`config.mk`:
```
export PLATFORM = sky130hd
export DESIGN_NAME = uart_frame_tx_flat
export DESIGN_NICKNAME = d
export VERILOG_FILES = /design/src/rtl/uart_pkg.sv /design/src/rtl/uart_frame_tx_if.sv /design/src/rtl/frame_checksum.sv /design/src/rtl/uart_frame_tx.sv /design/src/flat_wrapper.sv
export SDC_FILE = /design/constraint.sdc
export NUM_CORES = 1
export LEC_CHECK = 0
export CAP_MARGIN = 20
export CORE_UTILIZATION = 53
export DETAILED_ROUTE_END_ITERATION = 8
export GPL_ROUTABILITY_DRIVEN = 0
export PLACE_DENSITY = 0.92
export SYNTH_ARGS = -nofsm -noshare
export SYNTH_HDL_FRONTEND = slang
export SYNTH_HIERARCHICAL = 1
export SYNTH_SLANG_ARGS = --single-unit
```
`constraint.sdc`:
```
create_clock -name clock -period 3.15 [get_ports clock]
set_input_delay 0.4725 -clock clock [delete_from_list [all_inputs] [get_ports clock]]
set_output_delay 0.4725 -clock clock [all_outputs]
set_load 0.05 [all_outputs]
```
`src/rtl/uart_pkg.sv`:
```
// Shared definitions for the uart_frame_tx framer: FSM encoding, frame byte
// indices, frame lengths and the captured-field record.
package uart_pkg;

  localparam logic [2:0] S_IDLE      = 3'd0;
  localparam logic [2:0] S_LOAD      = 3'd1;
  localparam logic [2:0] S_WAIT_BUSY = 3'd2;
  localparam logic [2:0] S_WAIT_DONE = 3'd3;
  localparam logic [2:0] S_NEXT      = 3'd4;
  localparam logic [2:0] S_FINISH    = 3'd5;

  localparam logic [2:0] IDX_START   = 3'd0;
  localparam logic [2:0] IDX_ADDR    = 3'd1;
  localparam logic [2:0] IDX_CODE    = 3'd2;
  localparam logic [2:0] IDX_DATA_HI = 3'd3;
  localparam logic [2:0] IDX_DATA_LO = 3'd4;
  localparam logic [2:0] IDX_CSUM    = 3'd5;

  localparam logic [2:0] FRAME_LEN_BASE = 3'd5;
  localparam logic [2:0] FRAME_LEN_CSUM = 3'd6;

  typedef struct packed {
    logic [7:0]  addr;
    logic [7:0]  code;
    logic [15:0] data;
  } frame_fields_t;

  function automatic logic [2:0] last_index(input logic csum_en);
    if (csum_en) begin
      last_index = FRAME_LEN_CSUM - 3'd1;
    end else begin
      last_index = FRAME_LEN_BASE - 3'd1;
    end
  endfunction

  // Start byte and checksum are not captured fields; the top supplies them.
  function automatic logic [7:0] field_byte(input frame_fields_t f, input logic [2:0] idx);
    case (idx)
      IDX_ADDR:            field_byte = f.addr;
      IDX_CODE:            field_byte = f.code;
      IDX_DATA_HI:         field_byte = f.data[15:8];
      IDX_DATA_LO:         field_byte = f.data[7:0];
      IDX_START, IDX_CSUM: field_byte = 8'h00;
      default:             field_byte = 8'h00;
    endcase
  endfunction

endpackage

```
`src/rtl/uart_frame_tx_if.sv`:
```
// Byte-level handshake between the frame sequencer (master) and a UART
// transmitter (slave).
interface uart_frame_tx_if;
  logic       tx_has_data;
  logic [7:0] tx_data;
  logic       tx_is_transmitting;
  logic       tx_done;

  modport master (
    output tx_has_data,
    output tx_data,
    input  tx_is_transmitting,
    input  tx_done
  );

  modport slave (
    input  tx_has_data,
    input  tx_data,
    output tx_is_transmitting,
    output tx_done
  );
endinterface

```
`src/rtl/frame_checksum.sv`:
```
// Running XOR accumulator over the frame bytes; cleared at the start of each frame.
module frame_checksum (
  input  logic       clock,
  input  logic       reset,
  input  logic       i_clear,
  input  logic       i_enable,
  input  logic [7:0] i_data,
  output logic [7:0] o_sum
);

  logic [7:0] r_sum;

  // Accumulate one byte per enable pulse.
  always_ff @(posedge clock) begin
    if (reset) begin
      r_sum <= 8'h00;
    end else if (i_clear) begin
      r_sum <= 8'h00;
    end else if (i_enable) begin
      r_sum <= r_sum ^ i_data;
    end else begin
      r_sum <= r_sum;
    end
  end

  assign o_sum = r_sum;

endmodule

```
`src/rtl/uart_frame_tx.sv`:
```
// Sequences a START/addr/code/data-hi/data-lo frame into a byte UART.
// Define UART_FRAME_CHECKSUM_EN to append an XOR checksum byte.
module uart_frame_tx
  import uart_pkg::*;
#(
  parameter logic [7:0] START_BYTE = 8'hAA
) (
  input  logic            clock,
  input  logic            reset,
  input  logic            send_request,
  input  logic [7:0]      device_address,
  input  logic [7:0]      response_code,
  input  logic [15:0]     response_data,
  output logic            ready,
  output logic            frame_done,
  uart_frame_tx_if.master tx
);

`ifdef UART_FRAME_CHECKSUM_EN
  localparam logic CSUM_EN = 1'b1;
`else
  localparam logic CSUM_EN = 1'b0;
`endif
  localparam logic [2:0] LAST_IDX = last_index(CSUM_EN);

  logic [2:0]    r_state;
  logic [2:0]    w_next_state;
  logic [2:0]    r_idx;
  frame_fields_t r_fields;
  logic          r_tx_done_prev;
  logic          r_ready;
  logic          r_frame_done;
  logic          r_tx_has_data;
  logic [7:0]    r_tx_data;
  logic          w_accept;
  logic          w_tx_done_rise;
  logic [7:0]    w_byte;

  assign w_accept       = (r_state == S_IDLE) && send_request;
  assign w_tx_done_rise = tx.tx_done && !r_tx_done_prev;

`ifdef UART_FRAME_CHECKSUM_EN
  logic [7:0] w_csum;
  logic       w_csum_en;

  assign w_csum_en = (r_state == S_LOAD) && (r_idx >= IDX_ADDR) && (r_idx <= IDX_DATA_LO);

  frame_checksum u_frame_checksum (
    .clock    (clock),
    .reset    (reset),
    .i_clear  (w_accept),
    .i_enable (w_csum_en),
    .i_data   (w_byte),
    .o_sum    (w_csum)
  );
`endif

  // Next-state logic of the frame sequencer.
  always_comb begin
    w_next_state = r_state;
    case (r_state)
      S_IDLE: begin
        if (w_accept) begin
          w_next_state = S_LOAD;
        end else begin
          w_next_state = S_IDLE;
        end
      end
      S_LOAD: w_next_state = S_WAIT_BUSY;
      S_WAIT_BUSY: begin
        if (tx.tx_is_transmitting) begin
          w_next_state = S_WAIT_DONE;
        end else begin
          w_next_state = S_WAIT_BUSY;
        end
      end
      S_WAIT_DONE: begin
        if (w_tx_done_rise) begin
          w_next_state = S_NEXT;
        end else begin
          w_next_state = S_WAIT_DONE;
        end
      end
      S_NEXT: begin
        if (r_idx == LAST_IDX) begin
          w_next_state = S_FINISH;
        end else begin
          w_next_state = S_LOAD;
        end
      end
      S_FINISH: w_next_state = S_IDLE;
      default:  w_next_state = S_IDLE;
    endcase
  end

  // Byte selected by the current index.
  always_comb begin
    w_byte = 8'h00;
    if (r_idx == IDX_START) begin
      w_byte = START_BYTE;
    end
`ifdef UART_FRAME_CHECKSUM_EN
    else if (r_idx == IDX_CSUM) begin
      w_byte = w_csum;
    end
`endif
    else begin
      w_byte = field_byte(r_fields, r_idx);
    end
  end

  // State, capture, index and registered outputs; ready/frame_done track the
  // next state so they line up exactly with IDLE and FINISH.
  always_ff @(posedge clock) begin
    if (reset) begin
      r_state        <= S_IDLE;
      r_idx          <= IDX_START;
      r_fields       <= '{addr: 8'h00, code: 8'h00, data: 16'h0000};
      r_tx_done_prev <= 1'b0;
      r_ready        <= 1'b1;
      r_frame_done   <= 1'b0;
      r_tx_has_data  <= 1'b0;
      r_tx_data      <= 8'h00;
    end else begin
      r_state        <= w_next_state;
      r_tx_done_prev <= tx.tx_done;
      r_ready        <= (w_next_state == S_IDLE);
      r_frame_done   <= (w_next_state == S_FINISH);
      r_tx_has_data  <= (r_state == S_LOAD);
      if (w_accept) begin
        r_fields <= '{addr: device_address, code: response_code, data: response_data};
        r_idx    <= IDX_START;
      end else if ((r_state == S_NEXT) && (r_idx != LAST_IDX)) begin
        r_idx <= r_idx + 3'd1;
      end else begin
        r_idx <= r_idx;
      end
      if (r_state == S_LOAD) begin
        r_tx_data <= w_byte;
      end else begin
        r_tx_data <= r_tx_data;
      end
    end
  end

  assign ready          = r_ready;
  assign frame_done     = r_frame_done;
  assign tx.tx_has_data = r_tx_has_data;
  assign tx.tx_data     = r_tx_data;

endmodule
```
`src/flat_wrapper.sv`:
```
// flat-port wrapper written by rule: the top's interface ports become plain ports
module uart_frame_tx_flat import uart_pkg::*;
#(
  parameter logic [7:0] START_BYTE = 8'hAA
)
  (clock, reset, send_request, device_address, response_code, response_data, ready, frame_done, tx_tx_has_data, tx_tx_data, tx_tx_is_transmitting, tx_tx_done);
  uart_frame_tx_if tx_i ();
  input  logic clock;
  input  logic reset;
  input  logic send_request;
  input  logic [7:0] device_address;
  input  logic [7:0] response_code;
  input  logic [15:0] response_data;
  output logic ready;
  output logic frame_done;
  output wire logic [$bits(tx_i.tx_has_data)-1:0] tx_tx_has_data;
  output wire logic [$bits(tx_i.tx_data)-1:0] tx_tx_data;
  input wire logic [$bits(tx_i.tx_is_transmitting)-1:0] tx_tx_is_transmitting;
  input wire logic [$bits(tx_i.tx_done)-1:0] tx_tx_done;
  assign tx_tx_has_data = tx_i.tx_has_data;
  assign tx_tx_data = tx_i.tx_data;
  assign tx_i.tx_is_transmitting = tx_tx_is_transmitting;
  assign tx_i.tx_done = tx_tx_done;
  uart_frame_tx #(.START_BYTE(START_BYTE)) u_core (.clock(clock), .reset(reset), .send_request(send_request), .device_address(device_address), .response_code(response_code), .response_data(response_data), .ready(ready), .frame_done(frame_done), .tx(tx_i));
endmodule
```
## Word-level counts from Yosys, hierarchy flattened

Index checks and enable logic that the tools add are counted.

- $add $sub $neg: 1
- Equality and inequality tests: 10
- Mux-type cells: 7
- Reduce and logical (&&, ||, !) cells: 8

Operators by type and width:

| operator | number |
|---|---|
| $pmux W8 S4 | 1 |
| $pmux W3 S5 | 1 |
| $eq A3 B2 Y1 const B | 4 |
| $eq A3 B3 Y1 const B | 3 |
| $logic_not A3 Y1 | 3 |
| $mux W8 | 1 |
| $eq A3 B1 Y1 const B | 2 |
| $mux W3 | 2 |
| $add A3 B1 Y3 const B | 1 |
| $logic_and A1 B1 Y1 | 3 |
| $ne A3 B3 Y1 const B | 1 |
| $mux W1 | 2 |
| $reduce_or A2 Y1 | 1 |
| $logic_not A1 Y1 | 1 |

- Register bits after elaboration: 50
- Input port bits: 37
- Output and inout port bits: 11
- Word-level logic and storage cells: 36

## Longest topological paths before layout

Gate-level depths: netlist of run 1.

- Depth after elaboration: 5
- Gate-level depth with buffers: 7
- Gate-level depth less buffers: 6

## Least setup slack after synthesis of run 1

No wires, ideal clock.

- Path kind: register -> register
- From: register u_core.r_idx[2]
- To: register u_core.r_tx_data[1], in the netlist u_core/tx.tx_data[1]
- Setup time: 0.122 ns
- Arrival: 1.495 ns
- Required time: 3.028 ns
- Setup slack: 1.533 ns
- Cell stages (with the launch flop): 7
- Buffers on the path: 2
- Clock period less this slack: 1.617 ns
- Path through: dfxtp_1 -> buf_4 -> inv_1 -> ha_1 -> clkbuf_1 -> a221o_1 -> a221o_1

- Word-level cells in the longest chain between the ends: 3
- Elaborated cells between the ends (all ways): 7
- Classes of those cells: 4 x eq/ne; 2 x mux; 1 x reduce/logical

RTL lines:

| item | RTL line | text |
|---|---|---|
| from (decl) | uart_frame_tx.sv:28 | `logic [2:0] r_idx;` |
| from (signal assigned) | uart_frame_tx.sv:134 | `r_idx <= r_idx + 3'd1;` |
| from (signal assigned) | uart_frame_tx.sv:136 | `r_idx <= r_idx;` |
| $eq A3 B3 Y1 (tied with other cells) | uart_pkg.sv:38 | `case (idx)` |
| $pmux W8 S4 | uart_pkg.sv:38 |  |
| $mux W8 * | uart_frame_tx.sv:99 | `if (r_idx == IDX_START) begin` |
| to (signal assigned) | uart_frame_tx.sv:139 | `r_tx_data <= w_byte;` |
| to (signal assigned) | uart_frame_tx.sv:141 | `r_tx_data <= r_tx_data;` |
| to (decl) | uart_frame_tx.sv:34 | `logic [7:0] r_tx_data;` |

Every way passes the cells marked *; elsewhere a longest branch is shown, timed or not.
A chain may end at the register's enable or synchronous reset.

## Worst setup path after layout of run 1

Same ends and word-level chain as after synthesis.

==> results.txt, run 1 <==
clock sinks - 50
CTS tree - yes
Startpoint Class - flop
Setup TNS Final - 0 ps
post-synth top area cell - dfxtp_1
post-CTS setup buffer count - 0
CP peak stage delay - 670 ps
pin count of the biggest net entering global routing - 36
Mean Syn Cell Area - 8.40 sq um
grt total ovfl - 0
Syn Nets - 287
vias in the first global route - 1584
cell with the most instances on the worst path - a221o_1
Worst Hold Path Cells - 2
PD cells - 491 mW/mm^2
number of max-slew violations in the final report - 0
reg2reg path depth - 4
first-pass GRT wire length - 7.35 mm
Warnings, synthesis - 6
Post-Syn Instances - 245
# rows - 22
Levels on crit path - 4
met3 routed WL - 230 um
post-cts resize count - 0
Pwr Total - 1.28 mW
Distinct cells, synth - 34
DP Cell Count - 326
ant diodes - 0
final instance area - 0.00261 sq mm
initial core utilization - 0.558
Layout Nets - 327
antenna violations before repair - 0
critical path endpoint category - flop
Finished Layout Cells - 334
commonest non-fill, non-tap cells in the layout - nand2_1 (73), dfxtp_1 (50), clkdlybuf4s50_1 (47)
R2R Path Start - u_core/r_idx[2]$_SDFFE_PP0P_
total global-route track usage - 0.235
crit share post-route - 0.625
Die Y - 64.3 um
Leak - 0.959 nW
CP arrival - 2160 ps
M1 wire length - 1.92 mm
slew margin rel. - 0.642
Worst path top cell family by delay - compound AO/OA/AOI/OAI gates
Post-DRT Antenna Nets - 0
H-tree depth - 2
Synth Flop Type - dfxtp_1
Crit path buffers/inverters - 1
Worst Hold Launch - u_core/r_fields[18]$_SDFFE_PP0P_
data required time of the critical path - 3340 ps
Tightest Pin Transition - 537 ps
DIE AREA - 0.00414 sq mm
top post-synthesis cells by area - dfxtp_1 (49%), nand2_1 (13%), a21oi_1 (8.3%)
RSZ-0062 raised after global routing - no
CTS Hold Bufs - 0
CP Cell Sequence - inv_1, ha_1, a221o_1, a221o_1
Area Overhead vs Synth - 26.7%
Hold Slack - 462 ps
uppermost layer routed - met4
worst-path maximum fanout - 20
Min-Delay Path Class - flop to flop
ys async rst share - 0
Critical Path Slowest Stage Cell - dfxtp_1
clock slew at reported path FFs - 80 ps
VDD IR max - 0.000264 V
Final Hold Vio Count - 0
clk_lat worst skew - 310 ps
Synth top area share - 0.486
status - finished, final reports clean
core region area - 0.00369 sq mm
routed via count - 1790
Max Freq - 508 MHz
register bit total from synthesis - 50
Critical Path Start - u_core/r_idx[2]$_SDFFE_PP0P_
DIE WIDTH - 64.3 um
Area after DPL - 0.00252 sq mm
Fin Clk Skew - 11.0 ps
Crit Path Category - flop to flop
number of I/O pins - 48
# port buffers - 47
vias per std cell - 5.36
max-cap viol count - 0
commonest non-fill, non-tap cell in the layout - nand2_1
Num CTS Buffers - 5
final setup fails - 0
min Tclk post-route - 1970 ps
sequential area share after synthesis - 0.486
met2 wire len - 1.98 mm
EDFF count, synth - 0
Netlist Area Pre-Place - 0.00206 sq mm
mean routed wirelength per cell - 12.9 um
initial detailed-routing violation count - 87
CTS root buf - clkbuf_8
final wirelength - 4.29 mm
DRC - 0
router iterations before antenna repair - 4
detailed placer's ending HPWL - 3.03 mm
layout cells sized above 1 - 0.0524
CTS max path bufs - 2
[cells by family after synthesis]
family | share of synthesized area
AOI/OAI and AO/OA | 0.204
xor gates and xnor gates | 0.00426
adders and majority gates | 0.0304
buffers and inverters | 0.0547
DFF | 0.486
muxes | 0.00486
and+or+nand+nor | 0.216
[per-stage QoR]
stage,setup slack [ps],utilization
final,1180,0.707
after floorplan,1530,-
after global placement,1220,0.682
after global routing,1020,0.707
after CTS,1200,0.707
after detailed placement,1200,0.682
[cell usage after synthesis, types with 2 or more instances]
master / count
dfxtp_1: 50
buf_4: 5
nor2_1: 4
a221oi_1: 3
o21ai_0: 8
clkbuf_1: 8
nor2b_1: 2
o2bb2ai_1: 4
ha_1: 5
inv_1: 5
buf_2: 3
a221o_1: 8
a21oi_1: 34
nand3_1: 10
nor3_1: 5
nand2_1: 73
[final cells by class]
class                      count  area [sq um]
clock buffer                   7          86.3
inverter                       5          18.8
fill                         309          1080
clock inverter                 1          5.00
multi-input combinational    173           945
sequential                    50          1000
timing repair buffer          50           493
tap                           48          60.1
[worst reg2reg max path, cell delays in order (launching register included)]
cell	delay, ps
dfxtp_1	670
inv_1	160
ha_1	340
a221o_1	390
a221o_1	310
[layer usage]
layer	GRT usage	vias to the layer above
met1	0.305	789
met4	0.136	0
li1	-	923
met5	0	-
met3	0.0661	18
met2	0.345	60
[where the power goes]
group	switching [mW]	internal (mW)	total, mW
combinational	0.110	0.0927	0.203
sequential	0.0257	0.675	0.701
clock	0.200	0.177	0.377
total	0.336	0.945	1.28
[final timing paths]
check / to / slack (ps)
hold / removal: u_core/r_fields[18]$_SDFFE_PP0P_ / 460
setup / recovery: u_core/tx.tx_data[1]$_SDFFE_PP0P_ / 1180
setup reg to reg: u_core/tx.tx_data[1]$_SDFFE_PP0P_ / 1180
hold reg to reg: u_core/r_fields[18]$_SDFFE_PP0P_ / 460
[flip-flops by register name, summed over array words and instances (netlist names)]
name / flops
u_core/r_state: 3
u_core/ready: 1
u_core/tx.tx_has_data: 1
u_core/tx.tx_data: 8
u_core/frame_done: 1
u_core/r_idx: 3
u_core/r_fields: 32
u_core/r_tx_done_prev: 1
(Power assumes the default switching activity.)
==> run 2: changes to the inputs <==
CORE_UTILIZATION = 49   (was 53)
PLACE_DENSITY = 0.87   (was 0.92)
clock period = 2 ns   (was 3.15 ns; I/O delays follow)
==> run 2 against run 1 <==
  * Register-to-register slack worse by 960 ps
  * Critical path type unchanged
  * Hold slack worse by 1.5 ps
  * Final cell count is 0.60% higher
  * Count of clock-buffer cells in the layout stayed put
  * Highest routed layer unchanged
  * First-iteration DRC count is 18% lower
  * Worst setup slack worse by 960 ps
  * Power is 55% higher
  * Global-route usage is 1.9 points lower
  * Via count hardly changed
==> results.txt, run 2 (synthesized netlist as in run 1, its figures left out) <==
worst-path maximum fanout - 10
VDD IR max - 0.000443 V
final instance area - 0.00262 sq mm
clk_lat worst skew - 310 ps
initial core utilization - 0.511
Finished Layout Cells - 336
Area Overhead vs Synth - 27.1%
Post-Route Utilization - 0.649
number of max-slew violations in the final report - 0
PD cells - 757 mW/mm^2
final setup fails - 0
ant diodes - 0
Fin Clk Skew - 6.73 ps
first-pass GRT wire length - 6.97 mm
max-cap viol count - 0
Layout Nets - 328
post-cts resize count - 0
Area after DPL - 0.00254 sq mm
clock sinks - 50
H-tree depth - 2
Tightest Pin Transition - 513 ps
Max Freq - 561 MHz
DP Cell Count - 329
crit share post-route - 0.891
Final Hold Vio Count - 0
# port buffers - 47
DIE WIDTH - 66.8 um
cell with the most instances on the worst path - a221o_1
DIE AREA - 0.00446 sq mm
initial detailed-routing violation count - 71
Pwr Total - 1.98 mW
vias in the first global route - 1571
vias per std cell - 5.33
post-CTS setup buffer count - 0
CTS root buf - clkbuf_8
Post-DRT Antenna Nets - 0
Die Y - 66.8 um
routed via count - 1791
CTS max path bufs - 2
RSZ-0062 raised after global routing - no
Num CTS Buffers - 5
Crit Path Category - flop to flop
commonest non-fill, non-tap cell in the layout - nand2_1
critical path endpoint category - flop
final wirelength - 4.36 mm
number of I/O pins - 48
Leak - 0.958 nW
pin count of the biggest net entering global routing - 36
CP Cell Sequence - inv_1, ha_1, nand3_1, o21ai_0, a221o_1, a221o_1
clock slew at reported path FFs - 80 ps
max reg flops - 32
core region area - 0.00403 sq mm
Min-Delay Path Class - flop to flop
CP peak stage delay - 390 ps
CP arrival - 1980 ps
router iterations before antenna repair - 5
data required time of the critical path - 2200 ps
grt total ovfl - 0
total global-route track usage - 0.216
mean routed wirelength per cell - 13.0 um
DRC - 0
Setup TNS Final - 0 ps
layout cells sized above 1 - 0.0490
slew margin rel. - 0.657
antenna violations before repair - 0
status - finished, final reports clean
Startpoint Class - flop
commonest non-fill, non-tap cells in the layout - nand2_1 (73), dfxtp_1 (50), clkdlybuf4s50_1 (47)
detailed placer's ending HPWL - 3.05 mm
min Tclk post-route - 1780 ps
# rows - 23
CTS tree - yes
CTS Hold Bufs - 0
Critical Path Slowest Stage Cell - dfxtp_1
largest register by flop count - u_core/r_fields
run 2: layer usage:
metal / track usage / wire length, um
met1: 0.255 / 1980
met2: 0.361 / 2110
met3: 0.0616 / 169
met4: 0.0957 / 102
met5: 0 / 0
run 2: final timing paths:
path                                          from                           endpoint  slack (ps)  depth (start not counted)
hold reg to reg   u_core/r_fields[19]$_SDFFE_PP0P_   u_core/r_fields[19]$_SDFFE_PP0P_         460                          2
setup reg to reg      u_core/r_idx[0]$_SDFFE_PP0P_  u_core/tx.tx_data[5]$_SDFFE_PP0P_         220                          6
setup / recovery      u_core/r_idx[0]$_SDFFE_PP0P_  u_core/tx.tx_data[5]$_SDFFE_PP0P_         220                          6
hold / removal    u_core/r_fields[19]$_SDFFE_PP0P_   u_core/r_fields[19]$_SDFFE_PP0P_         460                          2
run 2: stage by stage:
step | setup slack, ps | hold WS (ps)
after floorplan | 383 | 388
after global placement | 252 | 443
after detailed placement | 235 | 447
after CTS | 225 | 459
after global routing | 91.4 | 468
final | 218 | 461
run 2: layout make-up:
class / count / area [sq um]
clock buffer: 7 / 76.3
fill: 352 / 1410
inverter: 5 / 18.8
multi-input combinational: 173 / 945
sequential: 50 / 1000
tap: 50 / 62.6
timing repair buffer: 51 / 513
run 2: critical path: cells and delay by family (launching register included):
family	cells	cell delay, ps
DFF	1	390
and+or+nand+nor	1	120
buffers and inverters	1	100
adders and majority gates	1	340
AOI/OAI and AO/OA	3	720
run 2: power by group:
group / leakage (nW) / internal [mW] / total, mW / switching [mW]
clock network: 0.0383 / 0.241 / 0.550 / 0.308
registers: 0.409 / 1.06 / 1.10 / 0.0389
logic: 0.510 / 0.152 / 0.328 / 0.176
total: 0.958 / 1.46 / 1.98 / 0.523
==> run 3: changes to the inputs <==
CORE_UTILIZATION = 40   (was 49)
MAX_ROUTING_LAYER = met4   (was unset)
PLACE_DENSITY = 0.74   (was 0.87)
clock period = 1.95 ns   (was 2 ns; I/O delays follow)
==> run 3 against run 2 <==
  * Non-clock buffer count did not move
  * Register-to-register slack improved by 20 ps
  * Global-route usage fell by 3.1 points
  * Sequential share of layout area fell by 0.67 points
  * Largest cell class unchanged
  * Largest power group unchanged
==> results.txt, run 3 (synthesized netlist as in run 1, its figures left out) <==
status - finished, final reports clean
max-cap viol count - 0
Int Pwr - 1.54 mW
vias per std cell - 5.11
Critical Path Slowest Stage Cell - clkdlybuf4s50_1
final setup fails - 0
largest register by flop count - u_core/r_fields
reg2reg path depth - 5
Post-Route Utilization - 0.549
Final Hold Vio Count - 0
routed via count - 1810
CP peak stage delay - 810 ps
Crit path buffers/inverters - 1
Area after DPL - 0.00256 sq mm
DRC - 0
post-CTS setup buffer count - 0
Layout Nets - 328
ant diodes - 0
slew margin rel. - 0.616
Post-DRT Antenna Nets - 0
vias in the first global route - 1595
Psw - 0.567 mW
crit share post-route - 0.901
Worst Hold Path Cells - 2
critical path endpoint category - primary output
router iterations before antenna repair - 4
Die Y - 73.7 um
first-pass GRT wire length - 7.30 mm
Flop pwr share - 0.536
initial detailed-routing violation count - 104
Setup TNS Final - 0 ps
core region area - 0.00485 sq mm
Tightest Pin Transition - 575 ps
total global-route track usage - 0.186
min Tclk post-route - 1760 ps
Min-Delay Path Class - flop to flop
CP Cell Sequence - clkdlybuf4s50_1
data required time of the critical path - 1660 ps
clk_lat worst skew - 310 ps
number of max-slew violations in the final report - 0
final wirelength - 4.45 mm
DIE AREA - 0.00544 sq mm
CTS Hold Bufs - 0
# rows - 25
CTS max path bufs - 2
RSZ-0062 raised after global routing - no
Max Freq - 569 MHz
VDD IR max - 0.000416 V
CP arrival - 1460 ps
max reg flops - 32
antenna violations before repair - 0
mean routed wirelength per cell - 12.6 um
Crit Path Category - flop to primary output
initial core utilization - 0.425
clock share of power - 0.304
grt total ovfl - 0
Startpoint Class - flop
final instance area - 0.00266 sq mm
commonest non-fill, non-tap cells in the layout - nand2_1 (73), dfxtp_1 (50), clkdlybuf4s50_1 (47)
switching share of power - 0.269
commonest non-fill, non-tap cell in the layout - nand2_1
layout cells sized above 1 - 0.0627
DIE WIDTH - 73.7 um
CTS root buf - clkbuf_8
Levels on crit path - 1
H-tree depth - 2
clock sinks - 50
Comb pwr share - 0.160
CTS tree - yes
pin count of the biggest net entering global routing - 36
# port buffers - 47
Leak - 0.967 nW
detailed placer's ending HPWL - 3.12 mm
Pwr Total - 2.11 mW
PD cells - 791 mW/mm^2
Area Overhead vs Synth - 29.4%
clock slew at reported path FFs - 90 ps
number of I/O pins - 48
worst-path maximum fanout - 2
Worst path top cell family by delay - buffers and inverters
Fin Clk Skew - 9.84 ps
Num CTS Buffers - 5
==> run 3: cell types whose count changed in the layout (fill, tap and decap cells not counted), sizes merged <==
cell,delta
clkbuf,-1
clkinvlp,+1
inv,+1
==> run 3: worst register-to-register path, cell delays in order, from the launching register on <==
cell and delay [ps]:
dfxtp_1 370, inv_1 100, ha_1 230, nor2b_1 230, a221o_1 360, a221o_1 320
==> run 3: power by group through the flow <==
stage          sequential, mW  combinational, mW  clock [mW]
2_1_floorplan            1.19              0.160           0
3_3_place_gp             1.15              0.334           0
3_5_place_dp             1.15              0.339           0
4_1_cts                  1.13              0.341       0.653
5_1_grt                  1.14              0.373       0.695
6_report                 1.13              0.337       0.639
==> run 3: stage by stage <==
step | hold slack (ps) | setup slack (ps) | cells
2_1_floorplan | 381 | 333 | 245
3_3_place_gp | 442 | 204 | 346
3_5_place_dp | 447 | 190 | 346
4_1_cts | 460 | 183 | 354
5_1_grt | 485 | 113 | 354
6_report | 460 | 194 | 354
==> run 3: cell type report <==
cell class | instances | area (sq um)
Clock buffer | 6 | 82.6
Clock inverter | 2 | 16.3
Fill cell | 478 | 2190
Inverter | 5 | 18.8
Multi-Input combinational cell | 173 | 947
Sequential cell | 50 | 1000
Tap cell | 67 | 83.8
Timing Repair Buffer | 51 | 513
==> run 3: metal layers <==
| layer | part of all wire | up-vias | track usage | wire length [um] |
|---|---|---|---|---|
| met2 | 0.47 | 49 | 0.292 | 2070 |
| met5 | 0 | - | - | 0 |
| li1 | - | 926 | - | - |
| met1 | 0.47 | 827 | 0.228 | 2110 |
| met3 | 0.046 | 8 | 0.0549 | 203 |
| met4 | 0.015 | 0 | 0.0598 | 65 |
==> run 3: final timing paths <==
kind / slack [ps] / end / startpoint
setup reg to reg: 240 / u_core/tx.tx_data[3]$_SDFFE_PP0P_ / u_core/r_idx[0]$_SDFFE_PP0P_
hold / removal: 460 / u_core/r_fields[16]$_SDFFE_PP0P_ / u_core/r_fields[16]$_SDFFE_PP0P_
setup / recovery: 190 / tx_tx_data[4] / u_core/tx.tx_data[4]$_SDFFE_PP0P_
hold reg to reg: 460 / u_core/r_fields[16]$_SDFFE_PP0P_ / u_core/r_fields[16]$_SDFFE_PP0P_
==> run 3: what timing repair did <==
action	CTS	global route
setup endpoints to repair	0	1
endpoints found under the hold margin	0	0
gates resized for setup	0	1
